[config.mk]
export PLATFORM = sky130hd
export DESIGN_NAME = hazard_scoreboard
export DESIGN_NICKNAME = d
export VERILOG_FILES = /design/src/rtl/hazard_scoreboard.sv
export SDC_FILE = /design/constraint.sdc
export NUM_CORES = 1
export LEC_CHECK = 0
export BUFFER_PORTS_ARGS = -buffer_cell sky130_fd_sc_hd__buf_2
export CORE_MARGIN = 5
export CORE_UTILIZATION = 54
export DETAILED_ROUTE_END_ITERATION = 12
export MAX_ROUTING_LAYER = met4
export PLACE_DENSITY = 0.89
export SYNTH_ARGS = -nofsm -noshare
export SYNTH_HDL_FRONTEND = slang
export SYNTH_SLANG_ARGS = --single-unit
[constraint.sdc]
create_clock -name clk -period 4.5 [get_ports clk]
set_clock_uncertainty 0.2 [all_clocks]
set_input_delay 0.9 -clock clk [delete_from_list [all_inputs] [get_ports clk]]
set_output_delay 0.9 -clock clk [all_outputs]
set_load 0.01 [all_outputs]
[src/rtl/hazard_scoreboard.sv]
// rtl/hazard_scoreboard.sv - RAW hazard scoreboard with in-flight destination tracking, optional FORWARD_EN bypass
module hazard_scoreboard #(
    parameter int REG_AW   = 5,
    parameter int DEPTH    = 2,
    parameter int ZERO_IGN = 0,
    parameter int CNT_W    = 16
) (
    input  logic              clk,
    input  logic              rst,
    input  logic              enable,
    input  logic              id_valid,
    input  logic              id_wb_en,
    input  logic              id_mem_read,
    input  logic [REG_AW-1:0] id_dest,
    input  logic [REG_AW-1:0] src1,
    input  logic [REG_AW-1:0] src2,
    input  logic              isSrc2,
    input  logic              flush,
    output logic              freez,
    output logic [2:0]        hz_slot,
    output logic [CNT_W-1:0]  stall_cnt
`ifdef FORWARD_EN
    ,
    output logic [1:0]        fwd_sel1,
    output logic [1:0]        fwd_sel2
`endif
);

    // Index of the MEM slot; clamped so a DEPTH=1 build still elaborates.
    localparam int S1 = (DEPTH > 1) ? 1 : 0;

    logic [DEPTH-1:0]  slot_v;
    logic [DEPTH-1:0]  slot_ld;
    logic [REG_AW-1:0] slot_dest [DEPTH];

    logic [DEPTH-1:0]  m1;
    logic [DEPTH-1:0]  m2;
    logic [DEPTH-1:0]  hit;
    logic [DEPTH-1:0]  stall_hit;
    logic              new_v;

    // Per-slot source matches and the subset of hits that must stall.
    always_comb begin
        m1        = '0;
        m2        = '0;
        hit       = '0;
        stall_hit = '0;
        for (int k = 0; k < DEPTH; k++) begin
            m1[k]  = slot_v[k] && (slot_dest[k] == src1) && !((ZERO_IGN != 0) && (src1 == '0));
            m2[k]  = slot_v[k] && (slot_dest[k] == src2) && !((ZERO_IGN != 0) && (src2 == '0));
            hit[k] = m1[k] || (isSrc2 && m2[k]);
`ifdef FORWARD_EN
            // Slots 0/1 are bypassed; only a load still in EXE cannot be.
            if (k == 0)
                stall_hit[k] = hit[k] && slot_ld[k];
            else if (k == 1)
                stall_hit[k] = 1'b0;
            else
                stall_hit[k] = hit[k];
`else
            stall_hit[k] = hit[k];
`endif
        end
    end

    // Stall request, blamed slot (youngest stalling hit) and the new slot-0 valid bit.
    always_comb begin
        freez   = !rst && enable && id_valid && !flush && (|stall_hit);
        hz_slot = '0;
        if (freez) begin
            for (int k = DEPTH - 1; k >= 0; k--) begin
                if (stall_hit[k])
                    hz_slot = 3'(k);
            end
        end
        new_v = id_valid && id_wb_en && !freez && !flush;
    end

`ifdef FORWARD_EN
    // Bypass selects: EXE result beats MEM result; loads in EXE cannot be bypassed.
    always_comb begin
        fwd_sel1 = 2'd0;
        fwd_sel2 = 2'd0;
        if (!rst) begin
            if (m1[0] && !slot_ld[0])
                fwd_sel1 = 2'd1;
            else if (m1[S1] && (S1 == 1))
                fwd_sel1 = 2'd2;
            if (isSrc2) begin
                if (m2[0] && !slot_ld[0])
                    fwd_sel2 = 2'd1;
                else if (m2[S1] && (S1 == 1))
                    fwd_sel2 = 2'd2;
            end
        end
    end
`endif

    // In-flight pipeline: everything shifts one stage per clock, no hold.
    always_ff @(posedge clk) begin
        for (int k = DEPTH - 1; k >= 1; k--) begin
            slot_v[k]    <= slot_v[k-1];
            slot_ld[k]   <= slot_ld[k-1];
            slot_dest[k] <= slot_dest[k-1];
        end
        slot_v[0]    <= new_v;
        slot_ld[0]   <= id_mem_read;
        slot_dest[0] <= id_dest;
        if (rst)
            slot_v <= '0;
    end

    // Saturating count of stalled cycles.
    always_ff @(posedge clk) begin
        if (rst)
            stall_cnt <= '0;
        else if (freez && (stall_cnt != {CNT_W{1'b1}}))
            stall_cnt <= stall_cnt + 1'b1;
    end

endmodule

==> results of run 1 <==
## cell usage after synthesis (all sizes together), types with 4 or more instances
| cell type | instances |
|---|---|
| dfxtp | 28 |
| o31ai | 4 |
| or3 | 6 |
| xnor2 | 21 |
| nand2 | 11 |
| or4 | 4 |
| nand3 | 10 |
| a21oi | 11 |
| nor2 | 12 |
| o21ai | 6 |
| nand4 | 7 |
## power by group through the flow
stage                     clock, mW  combinational (mW)  sequential [mW]
after CTS                     0.124              0.0378            0.258
final                         0.121              0.0375            0.258
after global placement            0              0.0351            0.263
after global routing          0.137              0.0408            0.259
after floorplan                   0              0.0233            0.263
after detailed placement          0              0.0375            0.263
## layout make-up
class / count / area, sq um
clock buffer: 4 / 36.3
fill: 200 / 836
inverter: 3 / 11.3
multi-input combinational: 117 / 778
sequential: 28 / 561
tap: 30 / 37.5
timing repair buffer: 39 / 195
## stage by stage
step | power [mW] | cells | worst slack [ps]
floorplan | 0.286 | 153 | 1620
global placement | 0.298 | 217 | 1310
detailed placement | 0.301 | 217 | 1230
CTS | 0.420 | 221 | 1220
global route | 0.437 | 221 | 1080
finish | 0.417 | 221 | 1230
## path summary, 6_finish.rpt
kind / startpoint / endpoint / slack, ps / depth (start not counted)
setup / recovery: src2[0] / freez / 1230 / 7
hold / removal: slot_dest[0][2] / slot_dest[0][7] / 200 / 0
setup reg to reg: stall_cnt[0] / stall_cnt[14] / 2270 / 7
hold reg to reg: slot_dest[0][2] / slot_dest[0][7] / 200 / 0
## sequential cells by signal (all words and copies together), names as in the netlist
signal / flops
stall_cnt: 16
slot_v: 2
slot_dest: 10
## per-layer routing
layer,wire length (microns),up-vias,GRT usage
li1,-,623,-
met1,1220,577,0.202
met2,1480,40,0.304
met3,191,5,0.0319
met4,48,0,0.0774
met5,0,-,-
## kinds of logic after synthesis
logic type / after synthesis
muxes: 3
DFF: 28
AOI/OAI and AO/OA: 27
and+or+nand+nor: 62
other: 1
adders and majority gates: 1
buffers and inverters: 8
xor gates and xnor gates: 22
==> out/qor.txt, run 1 <==
run status = completed
Synth Area in Compound Gates = 0.130
global-route wire length before repair = 4.76 mm
Pleak = 0.644 nW
grt ovf = 0
hold_buf cts = 0
final antenna-violating net count = 0
post-cts gate resize count = 0
CP max FO = 8
P_sw = 94.0 uW
Syn Inst Count = 152
CP Class = in -> out
worst-case clock buffer depth = 2
die area = 3650 sq um
chip width = 60.4 microns
Worst-path clk slew = 140 ps
post-synth top area share = 0.408
Post-synth EDFFs = 0
post-synth top area cell = dfxtp_1
Die H = 60.4 microns
Post-DP Area = 1580 sq um
Avg WL per Cell = 13.3 microns
Slew headroom = 0.633
largest family of logic cells by synthesized area = simple AND/OR/NAND/NOR gates
fin crit period = 3270 ps
async set-reset flop share out of synthesis = 0
1st-pass router iterations = 4
startpoint types = primary input
final hold vios = 0
share of layout cells above drive strength 1 = 0.277
Arr. time, crit path = 2170 ps
Post-Synth XOR/XNOR Area = 0.140
site row count = 18
Final Core Density = 0.660
vias in the first global route = 1162
Seq pwr share = 0.619
Clock Power Share = 0.291
worst hold path class = reg -> reg
io pins = 43
mapped cell area = 1370 sq um
Seq/Total Area, Yosys = 0.408
Area growth, synth to finish = 17.9%
Final setup viols = 0
clk sinks = 28
n_diodes = 0
Pins Over Slew Limit = 0
clock root buffer = clkbuf_4
initial antenna violation count = 0
core area = 2450 sq um
cells along the critical path = buf_2, xnor2_1, nand4_1, o22ai_2, nor2_1, nor2_1, buf_2
via count = 1245
max incr delay on CP = 330 ps
#FFs+latches synth = 28
H-tree level count = 1
Max Cap Violations = 0
crit share post-route = 0.727
Num CTS Buffers = 3
Gate power share = 0.090
Pwr Density = 257 nW/um^2
commonest non-fill, non-tap cells in the layout = 39 x buf_2, 28 x dfxtp_1, 21 x xnor2_1
CP endpoint kind = output port
most common cell after layout, fill and taps aside = buf_2
Post-Route WL = 2.94 mm
Synth cell types = 37
vias per inst = 5.63
pin count of the biggest net entering global routing = 21
post-DP HPWL = 2.27 mm
Setup Fix Bufs, Post-CTS = 0
RSZ-0062 raised after global routing = false
Global Route Usage Sum = 0.177
main flop type after synthesis = dfxtp_1
CP top delay family = simple AND/OR/NAND/NOR gates
# DRC = 0
design area = 1620 sq um
number of port buffers = 39
worst path buffer plus inverter count = 2
Post-Synth Simple-Gate Area = 0.258
syn avg cell area = 9.04 sq um
synth warn = 0
GP Congestion = 0.870
mux share of post-synthesis cell area = 0.0237
post-synthesis adder-cell area fraction = 0.00911
Worst IR Drop VDD = 0.226 mV
fmax = 0.306 GHz
setup TNS = 0 ps
Skew-Pair Late Insertion Delay = 330 ps
initial core utilization = 0.560
initial DRC count = 55
switching share of power = 0.226
hold_ws = 200 ps
top post-synthesis cells by area = dfxtp_1 41%, xnor2_1 13%, a21oi_1 4.0%
Slowest-stage cell, CP = o22ai_2
Worst Max-Slew Pin Slew = 551 ps
fin nets = 216
CTS tree = done
P_int = 323 uW
critical path required time = 3400 ps
(Power assumes the default switching activity.)
==> run 2, diff against run 1 <==
Settings changed: CORE_UTILIZATION 54 to 45, PLACE_DENSITY 0.89 to 0.8.
Clock period 4.5 ns to 2.95 ns, I/O delays scaled along.
==> run 2 against run 1 <==
Net effect:
- setup slack worse by 890 ps
- non-clock buffer count up 1
- clock power is 51% higher
- highest routed layer unchanged
- hold slack worse by 41 ps
- sequential share of layout area shrank 0.24 points
- cell count grew 1.8%
- design area up 0.70%
- routed wire length shrank 2.4%
- combinational power rose by 52%
==> out/qor.txt, run 2 (same netlist as run 1, synthesis figures left out) <==
worst-case clock buffer depth = 2 (unchanged)
Slew headroom = 0.642 (+0.00921)
run status = completed
r2r setup slk = 700 ps (-1570 ps)
initial DRC count = 26 (-53%)
setup TNS = 0 ps (unchanged)
Pleak = 0.649 nW (+0.75%)
share of layout cells above drive strength 1 = 0.281 (+0.00376)
Arr. time, crit path = 1820 ps (-350 ps)
1st-pass router iterations = 4 (unchanged)
clock root buffer = clkbuf_4
worst setup path start = src2[1]
CP Class = in -> out
RSZ-0062 raised after global routing = false
fin crit period = 2610 ps
CTS tree = done
Reg2Reg Depth = 7 (unchanged)
initial core utilization = 0.461 (-0.0983)
critical path required time = 2160 ps (-1240 ps)
Slowest-stage cell, CP = o22ai_2
Pins Over Slew Limit = 0 (unchanged)
Setup Fix Bufs, Post-CTS = 0 (unchanged)
via count = 1248 (+0.24%)
final antenna-violating net count = 0 (unchanged)
pin count of the biggest net entering global routing = 20 (-4.8%)
CP max FO = 8 (unchanged)
Num CTS Buffers = 3 (unchanged)
vias in the first global route = 1191 (+2.5%)
startpoint types = primary input
Final setup viols = 0 (unchanged)
Worst-path clk slew = 140 ps (about the same)
CP endpoint kind = output port
grt ovf = 0 (unchanged)
die area = 4260 sq um (+17%)
Hold Path Depth = 1 (+1)
Area growth, synth to finish = 18.7%
Skew-Pair Late Insertion Delay = 320 ps (about the same)
Post-Route WL = 2.87 mm (-2.4%)
clk sinks = 28 (unchanged)
vias per inst = 5.55 (-1.5%)
max incr delay on CP = 320 ps (about the same)
GP Congestion = 0.822 (-5.6%)
Pwr Density = 388 nW/um^2 (+51%)
io pins = 43 (unchanged)
fin nets = 217 (+0.46%)
post-DP HPWL = 2.25 mm (-1.1%)
# DRC = 0 (unchanged)
post-cts gate resize count = 0 (unchanged)
Regs by FF count = stall_cnt (16), slot_dest (10), slot_v (2)
fmax = 0.383 GHz
Avg WL per Cell = 12.7 microns (-4.1%)
Reg-to-Reg Start = stall_cnt[0]
RR Endpoint = stall_cnt[14]
CP top delay family = simple AND/OR/NAND/NOR gates
hold endpoint = slot_dest[0][1]
n_diodes = 0 (unchanged)
Max Cap Violations = 0 (unchanged)
worst hold path class = in -> reg
global-route wire length before repair = 5.06 mm (+6.4%)
crit share post-route = 0.886
commonest non-fill, non-tap cells in the layout = 39 x buf_2, 28 x dfxtp_1, 21 x xnor2_1
core area = 2980 sq um (+21%)
most common cell after layout, fill and taps aside = buf_2
site row count = 20 (+2)
Power, Total = 633 uW (+52%)
hold_sp = id_dest[1]
Die H = 65.3 microns (+8.0%)
hold_buf cts = 0 (unchanged)
largest reg by FF count = stall_cnt
number of port buffers = 39 (unchanged)
final hold vios = 0 (unchanged)
Global Route Usage Sum = 0.151 (-0.0259)
cells along the critical path = buf_2, xnor2_1, nand4_1, o22ai_2, nor2_1, nor2_1, buf_2
Worst Max-Slew Pin Slew = 537 ps (-13.8 ps)
chip width = 65.3 microns (+8.0%)
worst path buffer plus inverter count = 2 (unchanged)
max reg flops = 16 (unchanged)
Worst IR Drop VDD = 0.219 mV (-3.3%)
initial antenna violation count = 0 (unchanged)
H-tree level count = 1 (unchanged)
[run 2: worst max path at each step]
stage / end / slack, ps / cells past startpoint
after global routing: freez / 140 / 6
final: freez / 340 / 7
after floorplan: freez / 690 / 5
after detailed placement: freez / 340 / 7
after CTS: freez / 330 / 7
after global placement: freez / 370 / 7
[run 2: cell type report]
cell class,count,area (sq um)
Clock buffer,4,36.3
Fill cell,291,1350
Inverter,3,11.3
Multi-Input combinational cell,117,778
Sequential cell,28,561
Tap cell,33,41.3
Timing Repair Buffer,40,203
[run 2: report_power, final]
part | internal [mW] | total, mW | switching (mW) | leakage (nW)
registers | 0.386 | 0.393 | 0.00724 | 0.229
logic | 0.0312 | 0.0569 | 0.0258 | 0.398
clock network | 0.0756 | 0.183 | 0.107 | 0.0210
[run 2: metal layers]
layer,routed length [microns],up-vias,global-route usage
li1,-,621,-
met1,1300,594,0.186
met2,1370,31,0.250
met3,186,2,0.0427
met4,10,0,0.0285
met5,0,-,-
[run 2: worst reg2reg max path, stage by stage, from the launching register on]
cell and delay [ps]:
dfxtp_1 420, ha_1 240, nand2_1 140, nor3_4 280, nand3_2 130, or3_1 330, or3_1 310, a21oi_1 140
[run 2: stage by stage]
stage | hold slack [ps] | worst slack, ps | utilization | instances | area [sq um]
floorplan | 175 | 692 | - | 153 | 1380
global placement | 183 | 369 | 0.535 | 221 | 1590
detailed placement | 181 | 339 | 0.535 | 221 | 1590
CTS | 145 | 325 | 0.547 | 225 | 1630
global route | 119 | 138 | 0.547 | 225 | 1630
finish | 159 | 336 | 0.547 | 225 | 1630
==> run 3, diff against run 2 <==
Settings changed: CORE_UTILIZATION 45 to 40, PLACE_DENSITY 0.8 to 0.73.
==> run 3 against run 2 <==
Net effect:
- setup slack gained 79 ps
- core utilization is 4.5 points lower
- sequential power is essentially flat
- hold slack worse by 14 ps
- non-clock buffer count up 2
- register-to-register slack improved by 40 ps
==> out/qor.txt, run 3 (same netlist as run 1, synthesis figures left out) <==
Post-Route WL = 2.88 mm (+0.38%)
hold_sp = id_dest[4]
GP Congestion = 0.760 (-7.5%)
initial antenna violation count = 0 (unchanged)
Pleak = 0.667 nW (+2.8%)
critical path required time = 2160 ps (about the same)
clk sinks = 28 (unchanged)
RSZ-0062 raised after global routing = false
Worst-path clk slew = 160 ps (+20 ps)
share of layout cells above drive strength 1 = 0.289 (+0.00741)
Global Route Usage Sum = 0.133 (-0.0187)
post-cts gate resize count = 0 (unchanged)
final hold vios = 0 (unchanged)
CP max FO = 5 (-3)
startpoint types = primary input
Setup Fix Bufs, Post-CTS = 0 (unchanged)
io pins = 43 (unchanged)
chip width = 68.6 microns (+5.1%)
setup TNS = 0 ps (unchanged)
hold_ws = 145 ps (-13.7 ps)
RR Endpoint = stall_cnt[14]
worst-case clock buffer depth = 2 (unchanged)
initial core utilization = 0.412 (-0.0496)
crit share post-route = 0.859 (-0.0268)
Layout fillers = 326 (+12%)
Final Core Density = 0.503 (-0.0447)
n_diodes = 0 (unchanged)
1st-pass router iterations = 4 (unchanged)
number of port buffers = 39 (unchanged)
Cells after DPL = 236 (+6.8%)
run status = completed
Worst IR Drop VDD = 0.210 mV (-4.0%)
CTS tree = done
final antenna-violating net count = 0 (unchanged)
CP endpoint kind = output port
post-DP HPWL = 2.22 mm (-1.2%)
initial DRC count = 39 (+50%)
grt ovf = 0 (unchanged)
Gate power share = 0.081 (-0.009)
Max Cap Violations = 0 (unchanged)
Worst Max-Slew Pin Slew = 567 ps (+30.3 ps)
fin crit period = 2530 ps (-79.0 ps)
Area growth, synth to finish = 22.1%
P_sw = 146 uW (+4.0%)
# DRC = 0 (unchanged)
crit path to = hz_slot[0]
Final setup viols = 0 (unchanged)
Clock Power Share = 0.358 (+0.069)
Reg-to-Reg Start = stall_cnt[0]
P_int = 555 uW (+13%)
Regs by FF count = stall_cnt (16), slot_dest (10), slot_v (2)
Seq pwr share = 0.561 (-0.060)
H-tree level count = 1 (unchanged)
die area = 4710 sq um (+11%)
Pwr Density = 418 nW/um^2 (+7.6%)
Power, Total = 701 uW (+11%)
Hold Path Depth = 1 (unchanged)
max reg flops = 16 (unchanged)
Final Non-Filler Cells = 240 (+6.7%)
via count = 1165 (-6.7%)
vias in the first global route = 1057 (-11%)
largest reg by FF count = stall_cnt
Skew-Pair Late Insertion Delay = 330 ps (about the same)
Slew headroom = 0.622 (-0.0202)
site row count = 21 (+5.0%)
CP Class = in -> out
hold_buf cts = 0 (unchanged)
fmax = 0.395 GHz (+3.1%)
r2r setup slk = 740 ps (+40 ps)
commonest non-fill, non-tap cells in the layout = 39 x buf_2, 28 x dfxtp_1, 21 x xnor2_1
switching share of power = 0.208 (-0.0134)
vias per inst = 4.85 (-12%)
worst setup path start = src2[4]
Pins Over Slew Limit = 0 (unchanged)
pin count of the biggest net entering global routing = 20 (unchanged)
global-route wire length before repair = 4.61 mm (-9.0%)
Die H = 68.6 microns (+5.1%)
Reg2Reg Depth = 7 (unchanged)
core area = 3340 sq um (+12%)
fin nets = 219 (+0.92%)
worst hold path class = in -> reg
most common cell after layout, fill and taps aside = buf_2
Arr. time, crit path = 1740 ps (-80 ps)
Num CTS Buffers = 3 (unchanged)
clock root buffer = clkbuf_4
Avg WL per Cell = 12.0 microns (-5.9%)
[run 3: cell types whose count changed in the layout (fill, tap and decap cells not counted)]
cell       change
buf_4          +2
bufinv_16      +1
clkbuf_8       -1
[run 3: through the flow]
| step | setup WS [ps] | cell area, sq um |
|---|---|---|
| after floorplan | 692 | 1380 |
| after global placement | 386 | 1630 |
| after detailed placement | 361 | 1630 |
| after CTS | 357 | 1680 |
| after global routing | 249 | 1680 |
| final | 415 | 1680 |
[run 3: worst min-delay path by stage]
| stage | end | slack [ps] |
|---|---|---|
| 6_report | slot_dest[0][4] | 150 |
| 5_1_grt | slot_dest[0][3] | 120 |
| 4_1_cts | slot_dest[0][4] | 130 |
| 3_5_place_dp | slot_dest[0][6] | 180 |
| 3_3_place_gp | slot_dest[0][7] | 180 |
| 2_1_floorplan | slot_dest[0][5] | 170 |
[run 3: power by group through the flow]
stage | combinational, mW | sequential [mW] | clock, mW
global route | 0.0617 | 0.395 | 0.279
detailed placement | 0.0575 | 0.402 | 0
floorplan | 0.0356 | 0.400 | 0
CTS | 0.0576 | 0.393 | 0.264
finish | 0.0566 | 0.393 | 0.251
global placement | 0.0567 | 0.401 | 0
[run 3: area by class of cell]
cell class,instances,area [sq um],share of cell area
inverter,3,11.3,0.00671
clock buffer,3,22.5,0.0134
sequential,28,561,0.334
tap,46,57.6,0.0343
clock inverter,1,30.0,0.0179
timing repair buffer,42,218,0.130
multi-input combinational,117,778,0.464
[run 3: routing by layer]
metal / global-route usage / part of all wire / wire, microns
met1: 0.174 / 0.49 / 1400
met2: 0.203 / 0.45 / 1300
met3: 0.0178 / 0.046 / 131
met4: 0.0596 / 0.014 / 39
met5: - / 0 / 0
[run 3: worst max-delay path, cell delays in order]
cell     delay, ps
buf_2          120
xnor2_1        160
nand4_1        130
o22ai_2        210
buf_4          160
nor3b_1        200
buf_2          170
